--- src/rtl/arb_request_queue_if.sv ---
// Handshake bundle for arb_request_queue: per-requester push side and the single
// arbitrated output port. master = traffic source/sink, slave = the queue itself.
interface arb_request_queue_if #(
  parameter int unsigned NUM_REQUESTERS = 4,
  parameter int unsigned DATA_WIDTH     = 32
);
  localparam int unsigned IdW = $clog2(NUM_REQUESTERS);

  logic [NUM_REQUESTERS-1:0]            in_valid;
  logic [NUM_REQUESTERS*DATA_WIDTH-1:0] in_data;
  logic [NUM_REQUESTERS-1:0]            in_ready;
  logic                                 out_valid;
  logic [DATA_WIDTH-1:0]                out_data;
  logic [IdW-1:0]                       out_id;
  logic                                 out_ready;
  logic [NUM_REQUESTERS-1:0]            grant_oh;

  modport master (
    output in_valid, in_data, out_ready,
    input  in_ready, out_valid, out_data, out_id, grant_oh
  );

  modport slave (
    input  in_valid, in_data, out_ready,
    output in_ready, out_valid, out_data, out_id, grant_oh
  );
endinterface

--- src/rtl/arb_request_queue.sv ---
// Per-requester FIFOs feeding a round-robin arbiter onto one valid/ready port.
// Define ARB_QUEUE_STATS_EN to add the xfer_count / drop_count statistics outputs.
module arb_request_queue #(
  parameter int unsigned NUM_REQUESTERS = 4,
  parameter int unsigned DATA_WIDTH     = 32,
  parameter int unsigned FIFO_DEPTH     = 4
) (
  input  logic               clk,
  input  logic               rst,
  arb_request_queue_if.slave bus
`ifdef ARB_QUEUE_STATS_EN
  ,
  output logic [31:0]        xfer_count,
  output logic [15:0]        drop_count
`endif
);
  localparam int unsigned N    = NUM_REQUESTERS;
  localparam int unsigned IdW  = $clog2(N);
  localparam int unsigned PtrW = $clog2(FIFO_DEPTH);
  localparam int unsigned CntW = PtrW + 1;

  logic [DATA_WIDTH-1:0] mem_q  [N][FIFO_DEPTH];
  logic [PtrW-1:0]       wptr_q [N];
  logic [PtrW-1:0]       wptr_d [N];
  logic [PtrW-1:0]       rptr_q [N];
  logic [PtrW-1:0]       rptr_d [N];
  logic [CntW-1:0]       cnt_q  [N];
  logic [CntW-1:0]       cnt_d  [N];
  logic [N-1:0]          prio_q, prio_d;
  logic [N-1:0]          req, grant, push, pop, full;
  logic [IdW-1:0]        gidx;
  logic                  xfer;

  always_comb begin
    for (int i = 0; i < int'(N); i++) begin
      full[i] = (cnt_q[i] == CntW'(FIFO_DEPTH));
      req[i]  = (cnt_q[i] != '0);
      push[i] = bus.in_valid[i] & ~full[i];
    end
  end

  // Round-robin scan: first pending requester at or above the priority bit, wrapping.
  always_comb begin
    int unsigned pidx;
    int unsigned idx;
    logic        found;
    grant = '0;
    gidx  = '0;
    pidx  = 0;
    idx   = 0;
    found = 1'b0;
    for (int i = 0; i < int'(N); i++) begin
      if (prio_q[i]) pidx = i;
    end
    for (int unsigned k = 0; k < N; k++) begin
      idx = (pidx + k) % N;
      if (!found && req[idx]) begin
        grant[idx] = 1'b1;
        gidx       = IdW'(idx);
        found      = 1'b1;
      end
    end
  end

  always_comb begin
    bus.out_data = '0;
    for (int i = 0; i < int'(N); i++) begin
      if (grant[i]) bus.out_data = mem_q[i][rptr_q[i]];
    end
  end

  assign bus.in_ready  = ~full;
  assign bus.out_valid = |req;
  assign bus.out_id    = gidx;
  assign bus.grant_oh  = grant;
  assign xfer          = (|req) & bus.out_ready;
  assign pop           = grant & {N{xfer}};

  always_comb begin
    for (int i = 0; i < int'(N); i++) begin
      wptr_d[i] = wptr_q[i] + PtrW'(push[i]);
      rptr_d[i] = rptr_q[i] + PtrW'(pop[i]);
      cnt_d[i]  = cnt_q[i] + CntW'(push[i]) - CntW'(pop[i]);
    end
    prio_d = xfer ? {grant[N-2:0], grant[N-1]} : prio_q;
  end

  always_ff @(posedge clk or posedge rst) begin
    if (rst) begin
      for (int i = 0; i < int'(N); i++) begin
        wptr_q[i] <= '0;
        rptr_q[i] <= '0;
        cnt_q[i]  <= '0;
      end
      prio_q <= N'(1);
    end else begin
      for (int i = 0; i < int'(N); i++) begin
        wptr_q[i] <= wptr_d[i];
        rptr_q[i] <= rptr_d[i];
        cnt_q[i]  <= cnt_d[i];
      end
      prio_q <= prio_d;
    end
  end

  // Storage needs no reset: contents are only observable through a non-zero count.
  always_ff @(posedge clk) begin
    for (int i = 0; i < int'(N); i++) begin
      if (push[i]) mem_q[i][wptr_q[i]] <= bus.in_data[i*DATA_WIDTH +: DATA_WIDTH];
    end
  end

`ifdef ARB_QUEUE_STATS_EN
  logic [31:0] xfer_count_q;
  logic [15:0] drop_count_q;
  logic        drop;

  assign drop = |(bus.in_valid & full);

  always_ff @(posedge clk or posedge rst) begin
    if (rst) begin
      xfer_count_q <= '0;
      drop_count_q <= '0;
    end else begin
      if (xfer) xfer_count_q <= xfer_count_q + 32'd1;
      if (drop && drop_count_q != 16'hFFFF) drop_count_q <= drop_count_q + 16'd1;
    end
  end

  assign xfer_count = xfer_count_q;
  assign drop_count = drop_count_q;
`endif
endmodule

--- src/flat_wrapper.sv ---
// flat-port wrapper written by rule: the top's interface ports become plain ports
module arb_request_queue_flat 
#(
  parameter int unsigned NUM_REQUESTERS = 4,
  parameter int unsigned DATA_WIDTH     = 32,
  parameter int unsigned FIFO_DEPTH     = 4
)
  (clk, rst, bus_in_valid, bus_in_data, bus_out_ready, bus_in_ready, bus_out_valid, bus_out_data, bus_out_id, bus_grant_oh);
  arb_request_queue_if #(.NUM_REQUESTERS(NUM_REQUESTERS), .DATA_WIDTH(DATA_WIDTH)) bus_i ();
  input  logic clk;
  input  logic rst;
  input wire logic [$bits(bus_i.in_valid)-1:0] bus_in_valid;
  input wire logic [$bits(bus_i.in_data)-1:0] bus_in_data;
  input wire logic [$bits(bus_i.out_ready)-1:0] bus_out_ready;
  output wire logic [$bits(bus_i.in_ready)-1:0] bus_in_ready;
  output wire logic [$bits(bus_i.out_valid)-1:0] bus_out_valid;
  output wire logic [$bits(bus_i.out_data)-1:0] bus_out_data;
  output wire logic [$bits(bus_i.out_id)-1:0] bus_out_id;
  output wire logic [$bits(bus_i.grant_oh)-1:0] bus_grant_oh;
  assign bus_i.in_valid = bus_in_valid;
  assign bus_i.in_data = bus_in_data;
  assign bus_i.out_ready = bus_out_ready;
  assign bus_in_ready = bus_i.in_ready;
  assign bus_out_valid = bus_i.out_valid;
  assign bus_out_data = bus_i.out_data;
  assign bus_out_id = bus_i.out_id;
  assign bus_grant_oh = bus_i.grant_oh;
  arb_request_queue #(.NUM_REQUESTERS(NUM_REQUESTERS), .DATA_WIDTH(DATA_WIDTH), .FIFO_DEPTH(FIFO_DEPTH)) u_core (.clk(clk), .rst(rst), .bus(bus_i));
endmodule
--- config.mk ---
export PLATFORM = sky130hd
export DESIGN_NAME = arb_request_queue_flat
export DESIGN_NICKNAME = d
export VERILOG_FILES = /design/src/rtl/arb_request_queue_if.sv /design/src/rtl/arb_request_queue.sv /design/src/flat_wrapper.sv
export SDC_FILE = /design/constraint.sdc
export NUM_CORES = 1
export LEC_CHECK = 0
export CORE_MARGIN = 2
export CORE_UTILIZATION = 40
export DETAILED_ROUTE_END_ITERATION = 12
export GPL_TIMING_DRIVEN = 0
export SYNTH_ARGS = -nofsm -noshare
export SYNTH_HDL_FRONTEND = slang
export SYNTH_SLANG_ARGS = --single-unit
--- constraint.sdc ---
create_clock -name clk -period 7.67 [get_ports clk]
set_input_delay 1.534 -clock clk [delete_from_list [all_inputs] [get_ports clk]]
set_output_delay 1.534 -clock clk [all_outputs]
set_load 0.05 [all_outputs]
==> metrics.md <==
| Metric | Value |
|---|---|
| Net count, final | 1,515 |
| Placed cell count | 2,000 |
| Site Rows | 85 |
| Crit path kind | register to output port |
| Clock-pin slew on the worst setup and hold paths | 0.06 ns |
| I/O pin cnt | 178 |
| Outcome | finished, final reports clean |
| First-pass GRT wire length | 77.4 mm |
| Setup TNS | 0 ns |
| Final setup viols | 0 |
| Initial antenna violation count | 6 |
| Fin cells | 2,106 |
| Rel. slew slack | 31.1% |
| RSZ-0062 raised after global routing | false |
| Layout fillers | 4,398 |
| Syn nets | 1,247 |
| Final clock skew | 0.0198 ns |
| Average cell area after synthesis | 19.9 um^2 |
| Max-cap viol count | 0 |
| Largest cells by area after synthesis | edfxtp_1 (71%), mux4_2 (14%), dfrtp_1 (3.6%) |
| Clock sink count | 543 |
| FF+latch count, synth | 543 |
| Seq/Total Area, Yosys | 74.1% |
| Clk_lat worst skew | 0.62 ns |
| Final slew viol count | 0 |
| Fin area | 26,800 um^2 |
| CP startpoint kind | register |
| Vias after detailed routing | 11.4k |
| Horiz. Die Dim | 237 um |
| Synth cell types | 49 |
| CP Max Fanout | 10 |
| Post-CTS Hold Fix Bufs | 0 |
| Yosys warning count | 0 |
| Vias in the first global route | 11.9k |
| Initial DRT Pass Iterations | 8 |
| Die area | 56,400 um^2 |
| Period minus WS final | 6.74 ns |
| Least-Margin Pin Slew | 1.03 ns |
| Max clock buf depth | 3 |
| R2R Setup Slk | 3.42 ns |
| Post-synth top area share | 70.6% |
| CP endpoint | bus_out_data[12] |
| Routed wire length | 52.6 mm |
| Postcts setup bufs | 0 |
| Worst Setup End Kind | output port |
| Vias/cell | 5.41 |
| Dpl cell area | 24,900 um^2 |
| Number of port buffers | 177 |
| Clock buffer count from CTS | 56 |
| Critical R2R Launch | u_core.prio_q[2] |
| Top-count cell post-synth | edfxtp_1 |
| Area grow syn2layout | 23.1% |
| Cells after Synth | 1,094 |
| TritonCTS clock tree | built |
| Routed Antenna Nets | 0 |
| Worst Path Arrival | 5.21 ns |
| Hold crit path type | register to register |
| Post-DP HPWL | 37.0 mm |
| Cell type with the largest total area after synthesis | edfxtp_1 |
| Critical Path Start | u_core.prio_q[2] |
| Xor and xnor fraction of the mapped netlist area | 0.884% |
| Largest net degree at the start of global routing | 33 |
| Fin. Hold Viols | 0 |
| Initial core utilization | 40.5% |
| Post-synthesis mux area share | 13.8% |
| Post_cts resized | 0 |
| GRT Total Usage | 18.9% |
| H-tree depth | 2 |
| Number of synthesized flops with an enable pin | 512 |
| Simple-Gate Fraction of Synth Area | 2.92% |
| Compound-Gate Fraction of Synth Area | 4.84% |
| Congestion Overflow GR | 0 |
| Layout cell share with drive strength beyond 1 | 21.9% |
| Starting DRT DRC Count | 1,265 |
| Die Y | 237 um |
| Core Box Area | 53,800 um^2 |
| Largest family of logic cells by synthesized area | multiplexers |
| Commonest cells in the netlist | edfxtp_1 (512), mux4_2 (133), inv_1 (49), nand2_1 (49), nor2_1 (45) |
| Adder-Cell Fraction of Synth Area | 1.17% |
| Top_reg_cell synth | edfxtp_1 |
| Root buffer cell | clkbuf_16 |
| Worst R2R End | u_core.cnt_q[11] |
| Period utilization | 87.9% |
| WP data required | 6.14 ns |
| Fmax | 148 MHz |
| Synth Cell Area | 21,800 um^2 |
| GP Congestion | 0.777 |
| Worst Reg-to-Reg Cells | 16 |
| WL/cell | 25.0 um |
| Post-route DRC violation count | 0 |
| Post-synth ARST share | 5.71% |
-- metrics by stage --
step / setup slack [ns] / utilization [%] / hold WS, ns
global placement: 0.388 / 45.4 / 0.492
global route: 0.628 / 49.8 / 0.540
detailed placement: 1.53 / 46.4 / 0.505
floorplan: 2.41 / - / 0.477
CTS: 0.822 / 49.8 / 0.519
finish: 0.931 / 49.8 / 0.517
-- placed cells by master, fill, tap and decap left out, types with 8 or more instances in the layout --
cell               n
clkdlybuf4s50_1  177
nand2_1           49
a221oi_1          32
buf_6             26
a211oi_1          33
o31ai_2           18
xnor2_1           11
mux4_2           133
buf_4              8
buf_2             14
clkinv_1          11
inv_1             48
dfrtp_1           31
xor2_1            11
edfxtp_1         512
nor2_1            41
clkbuf_1          53
clkbuf_16         57
o31ai_1           14
ha_1              14
-- state kept, by name, summed over array words and instances, names as in the netlist --
register and flops:
u_core.mem_q 512, u_core.cnt_q 12, u_core.rptr_q 8, u_core.wptr_q 8, u_core.prio_q 3
-- routing by layer --
| layer | global-route usage, % | wire (um) |
|---|---|---|
| met5 | 0 | 54 |
| met4 | 5.81 | 1240 |
| met3 | 3.62 | 3000 |
| met2 | 30.6 | 25500 |
| met1 | 26.1 | 22800 |
-- kinds of logic (layout without fill, tap and decap cells) --
group                      Yosys count  in the layout
DFF                                543            543
and+or+nand+nor                    136            136
muxes                              134            134
AOI/OAI and AO/OA                  124            124
buffers and inverters              117            431
xor gates and xnor gates            22             22
adders and majority gates           18             18
other                                0              2
-- critical path: stages (launching register included) --
cell and delay (ns):
dfrtp_1 0.40, nand2b_4 0.18, nand2_4 0.16, inv_2 0.11, ha_1 0.27, a21oi_1 0.23
mux4_2 0.47, o41ai_2 0.67, buf_2 0.33, a211oi_1 0.09, a221oi_1 0.73, o31ai_1 0.20
clkdlybuf4s50_1 0.74
-- area by class of cell --
type	instances	area, um^2	share of cell area, %
buffer	64	295	1.10
tap	696	871	3.25
antenna	2	5.00	0.0187
timing repair buffer	210	2220	8.26
sequential	543	16200	60.2
clock inverter	25	298	1.11
multi-input combinational	434	5220	19.5
inverter	53	199	0.742
clock buffer	79	1560	5.81
-- worst min path at each step --
stage                       endpoint        startpoint  cells past startpoint  slack (ns)
floorplan           u_core.rptr_q[2]  u_core.rptr_q[2]                      1        0.48
global placement    u_core.rptr_q[2]  u_core.rptr_q[2]                      1        0.49
detailed placement  u_core.rptr_q[2]  u_core.rptr_q[2]                      1        0.51
CTS                 u_core.rptr_q[2]  u_core.rptr_q[2]                      1        0.52
global route        u_core.rptr_q[2]  u_core.rptr_q[2]                      1        0.54
finish              u_core.rptr_q[2]  u_core.rptr_q[2]                      1        0.52
Power is not shown: default switching activity piles up to over one toggle a cycle in this logic, so the estimate is an artifact.
